$ cat src/rtl/mem_access_unit.sv
// Load/store access unit between EX/MEM and the data-side SRAM-like bus.
// One request register, an in-order FIFO of accepted ops, response dropping after flush.
module mem_access_unit #(
    parameter int DEPTH  = 2,
    parameter int REG_AW = 5
) (
    input  logic              clk,
    input  logic              rst,
    input  logic              flush,
    input  logic              ex_valid,
    output logic              ex_ready,
    input  logic [3:0]        ex_op,
    input  logic [31:0]       ex_addr,
    input  logic [31:0]       ex_reg2,
    input  logic [REG_AW-1:0] ex_waddr,
    output logic              data_req,
    output logic              data_wr,
    output logic [3:0]        data_be,
    output logic [31:0]       data_addr,
    output logic [31:0]       data_wdata,
    input  logic              data_addr_ok,
    input  logic              data_data_ok,
    input  logic [31:0]       data_rdata,
    output logic              wb_valid,
    output logic              wb_we,
    output logic [REG_AW-1:0] wb_waddr,
    output logic [31:0]       wb_wdata,
    output logic              exc_adel,
    output logic              exc_ades,
    output logic [31:0]       exc_badvaddr,
    output logic              busy
);

    localparam int CW = $clog2(DEPTH + 1);
    localparam int PW = (DEPTH > 1) ? $clog2(DEPTH) : 1;

    localparam logic [3:0] OP_LB  = 4'd0,  OP_LBU = 4'd1,  OP_LH  = 4'd2,  OP_LHU = 4'd3;
    localparam logic [3:0] OP_LW  = 4'd4,  OP_LWL = 4'd5,  OP_LWR = 4'd6,  OP_LL  = 4'd7;
    localparam logic [3:0] OP_SB  = 4'd8,  OP_SH  = 4'd9,  OP_SW  = 4'd10, OP_SWL = 4'd11;
    localparam logic [3:0] OP_SWR = 4'd12;

    function automatic logic is_load(input logic [3:0] op);
        return op <= OP_LL;
    endfunction

    function automatic logic is_store(input logic [3:0] op);
        return (op >= OP_SB) && (op <= OP_SWR);
    endfunction

    function automatic logic misaligned(input logic [3:0] op, input logic [1:0] a);
        case (op)
            OP_LH, OP_LHU, OP_SH: return a[0];
            OP_LW, OP_LL, OP_SW:  return a != 2'b00;
            default:              return 1'b0;
        endcase
    endfunction

    function automatic logic [3:0] store_be(input logic [3:0] op, input logic [1:0] a);
        case (op)
            OP_SB:  return 4'b0001 << a;
            OP_SH:  return a[1] ? 4'b1100 : 4'b0011;
            OP_SWL: begin
                case (a)
                    2'd0:    return 4'b0001;
                    2'd1:    return 4'b0011;
                    2'd2:    return 4'b0111;
                    default: return 4'b1111;
                endcase
            end
            OP_SWR: return 4'b1111 << a;
            default: return 4'b1111;
        endcase
    endfunction

    function automatic logic [31:0] store_data(input logic [3:0] op, input logic [1:0] a,
                                               input logic [31:0] r);
        case (op)
            OP_SB:  return {4{r[7:0]}};
            OP_SH:  return {2{r[15:0]}};
            OP_SWL: return r >> {~a, 3'b000};
            OP_SWR: return r << {a, 3'b000};
            default: return r;
        endcase
    endfunction

    function automatic logic [31:0] load_align(input logic [3:0] op, input logic [1:0] a,
                                               input logic [31:0] d, input logic [31:0] r);
        logic [7:0]  b;
        logic [15:0] h;
        b = d[{a, 3'b000} +: 8];
        h = d[{a[1], 4'b0000} +: 16];
        case (op)
            OP_LB:  return {{24{b[7]}}, b};
            OP_LBU: return {24'h0, b};
            OP_LH:  return {{16{h[15]}}, h};
            OP_LHU: return {16'h0, h};
            OP_LW, OP_LL: return d;
            OP_LWL: begin
                case (a)
                    2'd0:    return {d[7:0],  r[23:0]};
                    2'd1:    return {d[15:0], r[15:0]};
                    2'd2:    return {d[23:0], r[7:0]};
                    default: return d;
                endcase
            end
            OP_LWR: begin
                case (a)
                    2'd0:    return d;
                    2'd1:    return {r[31:24], d[31:8]};
                    2'd2:    return {r[31:16], d[31:16]};
                    default: return {r[31:8],  d[31:24]};
                endcase
            end
            default: return 32'h0;
        endcase
    endfunction

    function automatic logic [PW-1:0] ptr_inc(input logic [PW-1:0] p);
        return (p == PW'(DEPTH - 1)) ? '0 : p + PW'(1);
    endfunction

    // Request register (p0): one op presented to the bus
    logic              req_r;
    logic [3:0]        req_op_p0;
    logic [1:0]        req_a_p0;
    logic [29:0]       req_word_p0;
    logic [31:0]       req_reg2_p0;
    logic [REG_AW-1:0] req_waddr_p0;
    logic              req_wr_p0;
    logic [3:0]        req_be_p0;
    logic [31:0]       req_wdata_p0;

    logic [3:0]        fifo_op    [DEPTH];
    logic [1:0]        fifo_a     [DEPTH];
    logic [31:0]       fifo_reg2  [DEPTH];
    logic [REG_AW-1:0] fifo_waddr [DEPTH];
    logic [PW-1:0]     wr_ptr, rd_ptr, wr_ptr_n, rd_ptr_n;
    logic [CW-1:0]     cnt, drop_cnt, cnt_n, drop_cnt_n;

    logic [CW:0] occ;
    logic        accept, issue, push, drop_now, pop, consume;
    logic [3:0]  head_op;
    logic [1:0]  head_a;

    assign occ      = (CW+1)'(cnt) + (CW+1)'(drop_cnt) + (CW+1)'(req_r);
    assign ex_ready = !flush && (!req_r || data_addr_ok) && (occ < (CW+1)'(DEPTH));
    assign accept   = ex_valid && ex_ready;
    assign issue    = accept && (is_load(ex_op) || is_store(ex_op)) && !misaligned(ex_op, ex_addr[1:0]);
    assign push     = req_r && data_addr_ok;
    assign drop_now = data_data_ok && (drop_cnt != '0);
    assign pop      = data_data_ok && (drop_cnt == '0) && (cnt != '0);
    assign consume  = drop_now || pop;
    assign head_op  = fifo_op[rd_ptr];
    assign head_a   = fifo_a[rd_ptr];

    always_comb begin
        cnt_n      = cnt;
        drop_cnt_n = drop_cnt;
        wr_ptr_n   = wr_ptr;
        rd_ptr_n   = rd_ptr;
        if (flush) begin
            // Everything still owed by the bus becomes a response to discard
            cnt_n      = '0;
            wr_ptr_n   = '0;
            rd_ptr_n   = '0;
            drop_cnt_n = CW'((CW+1)'(drop_cnt) + (CW+1)'(cnt) + (CW+1)'(push) - (CW+1)'(consume));
        end else begin
            if (push) wr_ptr_n = ptr_inc(wr_ptr);
            if (pop)  rd_ptr_n = ptr_inc(rd_ptr);
            cnt_n = cnt + CW'(push) - CW'(pop);
            if (drop_now) drop_cnt_n = drop_cnt - CW'(1);
        end
    end

    always_ff @(posedge clk) begin
        if (push && !flush) begin
            fifo_op[wr_ptr]    <= req_op_p0;
            fifo_a[wr_ptr]     <= req_a_p0;
            fifo_reg2[wr_ptr]  <= req_reg2_p0;
            fifo_waddr[wr_ptr] <= req_waddr_p0;
        end
    end

    always_ff @(posedge clk) begin
        if (rst) begin
            req_r        <= 1'b0;
            req_op_p0    <= '0;
            req_a_p0     <= '0;
            req_word_p0  <= '0;
            req_reg2_p0  <= '0;
            req_waddr_p0 <= '0;
            req_wr_p0    <= 1'b0;
            req_be_p0    <= '0;
            req_wdata_p0 <= '0;
            cnt          <= '0;
            drop_cnt     <= '0;
            wr_ptr       <= '0;
            rd_ptr       <= '0;
            wb_valid     <= 1'b0;
            wb_we        <= 1'b0;
            wb_waddr     <= '0;
            wb_wdata     <= '0;
            exc_adel     <= 1'b0;
            exc_ades     <= 1'b0;
            exc_badvaddr <= '0;
        end else begin
            cnt      <= cnt_n;
            drop_cnt <= drop_cnt_n;
            wr_ptr   <= wr_ptr_n;
            rd_ptr   <= rd_ptr_n;

            if (flush)      req_r <= 1'b0;
            else if (issue) req_r <= 1'b1;
            else if (push)  req_r <= 1'b0;

            if (issue) begin
                req_op_p0    <= ex_op;
                req_a_p0     <= ex_addr[1:0];
                req_word_p0  <= ex_addr[31:2];
                req_reg2_p0  <= ex_reg2;
                req_waddr_p0 <= ex_waddr;
                req_wr_p0    <= is_store(ex_op);
                req_be_p0    <= store_be(ex_op, ex_addr[1:0]);
                req_wdata_p0 <= is_store(ex_op) ? store_data(ex_op, ex_addr[1:0], ex_reg2) : 32'h0;
            end

            exc_adel <= accept && is_load(ex_op) && misaligned(ex_op, ex_addr[1:0]);
            exc_ades <= accept && is_store(ex_op) && misaligned(ex_op, ex_addr[1:0]);
            if (accept && misaligned(ex_op, ex_addr[1:0])) exc_badvaddr <= ex_addr;

            // Writeback stage: registered result of the popped head
            wb_valid <= pop && !flush;
            if (pop && !flush) begin
                wb_we    <= is_load(head_op);
                wb_waddr <= fifo_waddr[rd_ptr];
                wb_wdata <= load_align(head_op, head_a, data_rdata, fifo_reg2[rd_ptr]);
            end else begin
                wb_we    <= 1'b0;
            end
        end
    end

    assign data_req   = req_r;
    assign data_wr    = req_wr_p0;
    assign data_be    = req_be_p0;
    assign data_addr  = {req_word_p0, 2'b00};
    assign data_wdata = req_wdata_p0;
    assign busy       = req_r || (cnt != '0) || (drop_cnt != '0);

endmodule

$ cat config.mk
export PLATFORM = sky130hd
export DESIGN_NAME = mem_access_unit
export DESIGN_NICKNAME = d
export VERILOG_FILES = /design/src/rtl/mem_access_unit.sv
export SDC_FILE = /design/constraint.sdc
export NUM_CORES = 1
export LEC_CHECK = 0
export BUFFER_PORTS_ARGS = -buffer_cell sky130_fd_sc_hd__buf_2
export CAP_MARGIN = 20
export CORE_MARGIN = 4
export CORE_UTILIZATION = 35
export DETAILED_ROUTE_END_ITERATION = 8
export GPL_ROUTABILITY_DRIVEN = 0
export HOLD_SLACK_MARGIN = 0.15
export SLEW_MARGIN = 20
export SYNTH_ARGS = -nofsm -noshare
export SYNTH_HDL_FRONTEND = slang
export SYNTH_SLANG_ARGS = --single-unit
$ cat constraint.sdc
create_clock -name clk -period 5.4 [get_ports clk]
set_input_delay 0 -clock clk [delete_from_list [all_inputs] [get_ports clk]]
set_output_delay 0 -clock clk [all_outputs]
set_load 0.02 [all_outputs]
# Word-level counts from Yosys, hierarchy flattened
# Memory sizes are Yosys's and may differ from the RTL's. A register that Yosys moved wholly into a read port is not among the register bits.
# Cells that the tools add are included.
# word_totals
memories	4
reg_bits	185
mem_bits_rw	86
in_bits	111
# classes
n_eq_ne	20
order_cmp	5
mux	24
n_reduce_logical	39
n_bitwise	2
shift	6
add_sub_neg	9
# memory_table
memory	words	width	rd	rd_clocked_by_memory_dff	write_ports	line	rtl
fifo_reg2	2	32	1	1	1	135	logic [31:0] fifo_reg2 [DEPTH];
fifo_waddr	2	5	1	1	1	136	logic [REG_AW-1:0] fifo_waddr [DEPTH];
fifo_op	2	4	1	1	1	133	logic [3:0] fifo_op [DEPTH];
fifo_a	2	2	1	1	1	134	logic [1:0] fifo_a [DEPTH];
# ops
cell	n
$pmux W32 S7	1
$pmux W32 S3	2
$pmux W32 S4	1
$mux W32	1
$shiftx A32 B6 Y16	1
$shiftx A32 B6 Y8	1
$shl A32 B5 Y32	1
$shr A32 B5 Y32	1
$eq A4 B3 Y1 const B	6
$eq A4 B4 Y1 const B	5
$logic_and A1 B1 Y1	17
$eq A4 B2 Y1 const B	4
$pmux W4 S4	1
$mux W1	13
$pmux W4 S3	1
$reduce_bool A2 Y1	5
$le A4 B3 Y1 const B	2
$logic_not A2 Y1	3
$reduce_or A2 Y1	3
$reduce_or A3 Y1	2
$logic_or A1 B1 Y1	5
$add A2 B1 Y2	2
$eq A2 B1 Y1 const B	2
$eq A2 B2 Y1 const B	2
other kinds (18)	23

# Longest topological paths before layout
# Gate-level depths: netlist (run 1).
# depth
depth_word	8
depth_mapped	12

# Worst setup path before layout (run 1)
# No wires, ideal clock.
# synth_timing
kind	register -> register
start	reg req_r, in the netlist data_req
end	mem fifo_a[1][0], enable pin
stages_incl_launch_ff	3
required_ps	4894
slack_ps	1050
t_arrival_ps	3845
path_buffers	0
period_less_slack_ps	4350
cell_sequence	dfxtp_1 -> nand2_1 -> nor3b_1
# synth_via
elab_chain_len	4
# synth_rtl
element	line	rtl
from (decl)	123	logic req_r;
from (signal assigned)	186	req_r <= 1'b0;
from (signal assigned)	212	if (flush) req_r <= 1'b0;
from (signal assigned)	213	else if (issue) req_r <= 1'b1;
$logic_and A1 B1 Y1	149	assign push = req_r && data_addr_ok;
$logic_and A1 B1 Y1	176	if (push && !flush) begin
$mux W1	176	
$mux W1 (implied by the code)	178	fifo_a[wr_ptr] <= req_a_p0;
to (decl)	134	
# No other way between the ends.

==> flow_metrics.env, run 1 <==
export IMPL_io_pin_count=256
export IMPL_worstReg2RegEnd="wb_wdata[10]"
export IMPL_critPathMaxStageDelay_ns=0.85
export IMPL_ant_nets=0
export IMPL_drt_wl_total_um=40720
export IMPL_rrSetupSlack_ns=1.45
export IMPL_min_from="ex_addr[16]"
export IMPL_criticalPathCategory="reg -> reg"
export IMPL_grt_pass1_vias=11383
export IMPL_fin_util_pct=46.71
export IMPL_synth_area_leaders="dfxtp_1, edfxtp_1, mux2i_1"
export IMPL_tns_ns=0
export IMPL_rsz0062_at_grt="no"
export IMPL_overflow=0
export IMPL_crit_arrival_ns=4.46
export IMPL_hold_viol=0
export IMPL_leakage_nw=7.108
export IMPL_ys_seq_area_share_pct=48.45
export IMPL_die_x_um=202.4
export IMPL_core_mm2=0.03696
export IMPL_fp_row_count=70
export IMPL_worstPathRequired_ns=5.91
export IMPL_tightest_slew_ns=1.052
export IMPL_drt_iter0_drc=966
export IMPL_grt_max_degree=104
export IMPL_syn_area_per_cell_um2=9.637
export IMPL_clockBufferDepth=3
export IMPL_grt_pass1_wl_um=64130
export IMPL_slew_viol_final=0
export IMPL_cts_tree="yes"
export IMPL_clock_sinks=277
export IMPL_fin_cells=2239
export IMPL_timing_slew_headroom_pct=29.38
export IMPL_dp_cells=2043
export IMPL_layout_min_cycle_time_ns=3.952
export IMPL_status="completed"
export IMPL_synth_top_area_share_pct=28.92
export IMPL_worstSetupStartpointType="flip-flop"
export IMPL_post_drt_wl_per_cell_um=18.18
export IMPL_path_clk_slew_ns=0.06
export IMPL_area_delta_synth_final_pct=30.58
export IMPL_max_freq_ghz=0.2530
export IMPL_via_per_inst=5.259
export IMPL_post_dp_hpwl_um=27540
export IMPL_io_buffers=253
export IMPL_finalNetCount=1830
export IMPL_drive_gt1_share_pct=21.79
export IMPL_setup_violations=0
export IMPL_hold_path_endpoint="exc_badvaddr[16]"
export IMPL_path_common_cell="dlygate4sd3_1"
export IMPL_die_area_mm2=0.04095
export IMPL_antenna_found_initial=0
export IMPL_cts_buffers=30
export IMPL_synth_cell_types=78
export IMPL_chipHeight_um=202.4
export IMPL_start_util_pct=35.77
export IMPL_hold_slack_ns=0.1945
export IMPL_synthCells=1372
export IMPL_hold_path_class="in -> reg"
export IMPL_post_route_period_util_pct=73.19
export IMPL_synth_top_area_cell="dfxtp_1"
export IMPL_p_per_area_mw_per_mm2=282.1
export IMPL_cap_violations=0
export IMPL_route_vias_total=11775
export IMPL_skew_ns=0.02632
export IMPL_vdd_drop_max_mv=0.2343
export IMPL_synth_edf_count=86
export IMPL_crit_path_top_delay_cell="o21ai_1"
export IMPL_cts_setup_buffers=0
export IMPL_synth_common_cells="nand2_1, dfxtp_1, a21oi_1"
export IMPL_ys_async_sr_fraction_pct=0
export IMPL_num_antenna_cells=0
export IMPL_drc=0
export IMPL_min_path_cells=4
export IMPL_synth_warning_count=0
export IMPL_ctsRootBufferMaster="clkbuf_16"
export IMPL_crit_path_end_kind="flip-flop"
export IMPL_cp_cell_sequence="buf_4 -> mux2_4 -> o21ai_1 -> a221oi_1 -> dlygate4sd3_1 -> nand3_1 -> dlygate4sd3_1 -> a22o_1"
export IMPL_yosys_register_bits=277
export IMPL_clk_latency_ns=0.58
export IMPL_r2r_cells=8
export IMPL_final_fill_count=3540
export IMPL_htreeDepth=1
export IMPL_yosysMostFrequentCell="nand2_1"
export IMPL_crit_fanout=32
export IMPL_first_pass_iters=6
export IMPL_synthesis_area_mm2=0.01322
export IMPL_synthFlopType="dfxtp_1"
export IMPL_groute_usage_overall_pct=18.93
## cell usage in the layout (no fill, tap or decap), types with 21 or more instances in the layout
cell type / n
buf_2: 252
dlygate4sd3_1: 139
o21ai_0: 26
edfxtp_1: 86
a22oi_1: 22
nor2_1: 98
mux2_2: 23
mux2i_1: 110
dfxtp_1: 190
inv_1: 21
nand2_1: 250
clkbuf_16: 30
a21oi_1: 126
## worst max-delay path by stage
stage                      end  slack (ns)
6_report          wb_wdata[10]        1.45
5_1_grt        req_word_p0[11]        1.12
4_1_cts        req_word_p0[11]        1.46
3_5_place_dp       req_a_p0[1]        1.83
3_3_place_gp       req_a_p0[1]        1.89
2_1_floorplan     fifo_a[1][0]        1.05
## cells by family (layout without fill, tap and decap cells)
kind of cell	count (synthesis)	in the layout	share of synthesized area [%]
simple gates	437	437	14.36
compound gates	364	364	18.92
flops	277	277	48.45
mux	146	146	12.28
buf+inv	128	490	4.419
xor+xnor	11	11	0.7287
fa+ha+maj	8	8	0.8138
other cells	1	2	0.02836
## layer usage
metal  GRT usage (%)  part of all wire, %
met1           27.34                   46
met2           28.49                   43
met3           4.669                  8.9
met4           4.825                  2.4
met5               0                    0
## where the power goes
group	switching (mW)	internal, mW	leakage (nW)
sequential	0.0364	2.20	2.29
combinational	0.339	0.247	4.32
clock	0.857	1.19	0.489
## sequential cells by signal, indices dropped and copies added, names as in the netlist, 2 cells and up, named ones only
signal / count
cnt: 2
data_be: 4
data_wdata: 32
drop_cnt: 2
exc_badvaddr: 32
fifo_a: 4
fifo_op: 8
fifo_reg2: 64
fifo_waddr: 10
req_a_p0: 2
req_op_p0: 4
req_reg2_p0: 32
req_waddr_p0: 5
req_word_p0: 30
wb_waddr: 5
wb_wdata: 32
## critical path: cells and delay by family (launching register included)
family,cells,cell delay [ns]
simple gates,1,0.09
mux,1,0.43
buf+inv,3,1.64
compound gates,3,1.13
flops,1,0.57
## final cells by class
| class | instances | area (um2) | share of cell area (%) |
|---|---|---|---|
| timing repair buffer | 411 | 2843 | 16.47 |
| sequential | 277 | 6407 | 37.11 |
| clock inverter | 21 | 210.2 | 1.218 |
| tap | 504 | 630.6 | 3.653 |
| clock buffer | 35 | 789.5 | 4.573 |
| multi-input combinational | 968 | 6297 | 36.48 |
| inverter | 23 | 86.33 | 0.5001 |
## stage by stage
| step | worst slack (ns) | power [mW] | area (um2) |
|---|---|---|---|
| after CTS | 1.463 | 4.919 | 17230 |
| after global placement | 1.894 | 2.771 | 14800 |
| after global routing | 1.122 | 5.074 | 17260 |
| after detailed placement | 1.825 | 2.783 | 14840 |
| after floorplan | 1.050 | 2.596 | 13230 |
| final | 1.448 | 4.870 | 17260 |
## what timing repair did
action / in CTS / in global routing
hold buffers: 139 / 0
resized for setup: 0 / 0
hold endpoints to repair: 198 / 0
Power figures use the tool's default switching activity.
==> run 2, diff against run 1 <==
Settings changed: ABC_AREA set to 1.
Clock period 5.4 ns to 3.85 ns, I/O delays scaled along.
==> run 2 against run 1 <==
  * Combinational power rose by 44%
  * Largest power group unchanged
  * Synthesized cell count rose by 41%
  * Via count rose by 22%
  * Hold slack got worse by 0.024 ns
  * Critical path type unchanged
  * Cell area rose by 2.5%
==> flow_metrics.env, run 2 <==
export IMPL_final_common_cell="nand2_1"
export IMPL_synth_top_area_share_pct=27.60
export IMPL_ys_async_sr_fraction_pct=0
export IMPL_synth_warning_count=0
export IMPL_grt_use_met1_pct=30.31
export IMPL_hold_path_class="in -> reg"
export IMPL_synth_area_leaders="dfxtp_1, edfxtp_1, nand2_1"
export IMPL_power_frac_comb_pct=12.6
export IMPL_layout_common_cells="nand2_1, nor2_1, buf_2, o21ai_0, dfxtp_1"
export IMPL_worstReg2RegEnd="wb_wdata[19]"
export IMPL_vdd_drop_max_mv=0.2787
export IMPL_cp_cell_sequence="buf_4 -> buf_4 -> nand2_1 -> nand2_1 -> nand2_1 -> nor2_2 -> nand2_1 -> nand2_4 -> inv_2 -> nand3b_1 -> dlygate4sd3_1 -> nand2_1 -> a21oi_1"
export IMPL_r2r_cells=13
export IMPL_area_delta_synth_final_pct=27.74
export IMPL_grt_use_met3_pct=4.296
export IMPL_cts_buffers=29
export IMPL_antenna_found_initial=0
export IMPL_rrSetupSlack_ns=0.18
export IMPL_fin_area_mm2=0.01770
export IMPL_post_route_period_util_pct=95.34
export IMPL_layout_min_cycle_time_ns=3.671
export IMPL_die_area_mm2=0.04283
export IMPL_io_buffers=253
export IMPL_die_x_um=207.0
export IMPL_post_drt_wl_per_cell_um=17.05
export IMPL_leakage_nw=8.160
export IMPL_crit_path_end_kind="flip-flop"
export IMPL_cts_setup_buffers=0
export IMPL_clockBufferDepth=3
export IMPL_p_per_area_mw_per_mm2=379.1
export IMPL_clk_latency_ns=0.58
export IMPL_io_pin_count=256
export IMPL_worstPathRequired_ns=4.34
export IMPL_switching_share_pct=26.89
export IMPL_core_mm2=0.03892
export IMPL_fin_util_pct=45.48
export IMPL_finalNetCount=2387
export IMPL_groute_usage_overall_pct=21.25
export IMPL_crit_path_top_delay_cell="dfxtp_1"
export IMPL_yosysMostFrequentCell="nand2_1"
export IMPL_crit_fanout=19
export IMPL_first_pass_iters=5
export IMPL_final_fill_count=3941
export IMPL_worstSetupStartpointType="flip-flop"
export IMPL_drt_wl_total_um=47900
export IMPL_route_vias_total=14406
export IMPL_p_int_mw=4.905
export IMPL_ys_seq_area_share_pct=46.24
export IMPL_grt_pass1_vias=13233
export IMPL_yosys_register_bits=277
export IMPL_cap_violations=0
export IMPL_synth_cell_types=41
export IMPL_fp_row_count=72
export IMPL_overflow=0
export IMPL_setup_violations=0
export IMPL_slew_viol_final=0
export IMPL_largest_reg_flops=64
export IMPL_synth_edf_count=86
export IMPL_post_dp_hpwl_um=33270
export IMPL_criticalPathCategory="reg -> reg"
export IMPL_path_clk_slew_ns=0.06
export IMPL_hold_viol=0
export IMPL_skew_ns=0.02603
export IMPL_drc=0
export IMPL_pwr_share_clk_pct=40.0
export IMPL_drive_gt1_share_pct=16.15
export IMPL_tightest_slew_ns=1.041
export IMPL_grt_busiest_layer="met2"
export IMPL_clock_sinks=277
export IMPL_start_util_pct=35.60
export IMPL_path_common_cell="nand2_1"
export IMPL_max_freq_ghz=0.2724
export IMPL_crit_arrival_ns=4.16
export IMPL_rsz0062_at_grt="no"
export IMPL_via_per_inst=5.129
export IMPL_num_antenna_cells=0
export IMPL_synth_top_area_cell="dfxtp_1"
export IMPL_ant_nets=0
export IMPL_synthFlopType="dfxtp_1"
export IMPL_critPathMaxStageDelay_ns=0.66
export IMPL_power_mw=6.710
export IMPL_synth_common_cells="nand2_1, nor2_1, o21ai_0"
export IMPL_htreeDepth=1
export IMPL_synthCells=1932
export IMPL_p_switching_mw=1.804
export IMPL_worstSetupEndpoint="wb_wdata[19]"
export IMPL_placed_area_mm2=0.01543
export IMPL_grt_pass1_wl_um=72790
export IMPL_min_path_cells=4
export IMPL_status="completed"
export IMPL_timing_slew_headroom_pct=30.35
export IMPL_synthesis_area_mm2=0.01385
export IMPL_p_seq_share_pct=47.4
export IMPL_syn_area_per_cell_um2=7.171
export IMPL_drt_iter0_drc=1418
export IMPL_chipHeight_um=207.0
export IMPL_ctsRootBufferMaster="clkbuf_16"
export IMPL_cts_tree="yes"
export IMPL_use_met2_pct=31.87
export IMPL_grt_max_degree=94
export IMPL_top_register="fifo_reg2"
==> run 2: cell types whose count changed after synthesis, sizes merged, moves of 20 or more <==
cell,before,now
a222oi,20,0
a22oi,22,0
mux2i,114,8
inv,21,136
a21o,20,0
mux2,24,0
nand2,250,564
nand3,15,97
a211oi,20,0
nor2,101,284
nand4,0,31
o21ai,32,215
==> run 2: layout make-up <==
class | count | area [um2] | area share (%)
multi-input cells | 1416 | 6439 | 36.38
inverters | 136 | 514.2 | 2.906
clock inverters | 20 | 155.1 | 0.8766
clock buffers | 34 | 754.5 | 4.263
flip-flops and latches | 277 | 6406 | 36.20
well taps | 518 | 648.1 | 3.662
repair buffers | 408 | 2781 | 15.72
==> run 2: cell families (layout without fill, tap and decap cells) <==
| kind of cell | after synthesis | in the layout | synth area share (%) |
|---|---|---|---|
| and+or+nand+nor | 1006 | 1006 | 29.94 |
| AOI/OAI and AO/OA | 389 | 389 | 14.79 |
| other | 1 | 2 | 0.02707 |
| DFF | 277 | 277 | 46.24 |
| adders and majority gates | 8 | 8 | 0.7766 |
| muxes | 8 | 8 | 0.5780 |
| xor gates and xnor gates | 3 | 3 | 0.1897 |
| buffers and inverters | 240 | 598 | 7.460 |
==> run 2: stage by stage <==
stage          setup TNS, ns  cells  hold slack (ns)  setup slack [ns]
2_1_floorplan         -20.63   1933          0.07931           -0.2402
3_3_place_gp               0   2621           0.2261            0.5866
3_5_place_dp               0   2621           0.2290            0.5647
4_1_cts                    0   2809           0.1684           0.04448
5_1_grt                    0   2809           0.1933           0.01222
6_report                   0   2809           0.1700            0.1795
==> run 2: worst min-delay path by stage <==
stage                      startpoint              end  slack, ns
after floorplan              ex_op[3]         exc_adel       0.08
after global placement    ex_waddr[3]  req_waddr_p0[3]       0.23
after detailed placement  ex_waddr[4]  req_waddr_p0[4]       0.23
after CTS                  ex_addr[9]   req_word_p0[7]       0.17
after global routing      ex_waddr[0]  req_waddr_p0[0]       0.19
final                     ex_waddr[0]  req_waddr_p0[0]       0.17
==> run 2: repair_timing <==
action	CTS	global route
resized for setup	0	3
endpoints found under the hold margin	188	0
endpoints found under the setup margin	0	12
hold buffers	134	0
==> run 2: worst max-delay path, delay by kind of cell, from the launching register on <==
kind	cells	cell delay [ns]
AO/OA/AOI/OAI	1	0.12
AND/OR/NAND/NOR	8	1.47
flip-flops	1	0.66
buffers and inverters	4	1.35
==> run 2: routing by layer <==
layer	vias up	part of all wire [%]
li1	7012	-
met1	6580	44
met2	672	43
met3	142	8.7
met4	0	4.1
met5	-	0
==> run 2: power by group through the flow <==
stage	sequential [mW]	combinational [mW]	clock [mW]
floorplan	3.29	0.388	0
global placement	3.24	0.721	0
detailed placement	3.24	0.731	0
CTS	3.18	0.833	2.77
global route	3.19	0.927	2.88
finish	3.18	0.845	2.68
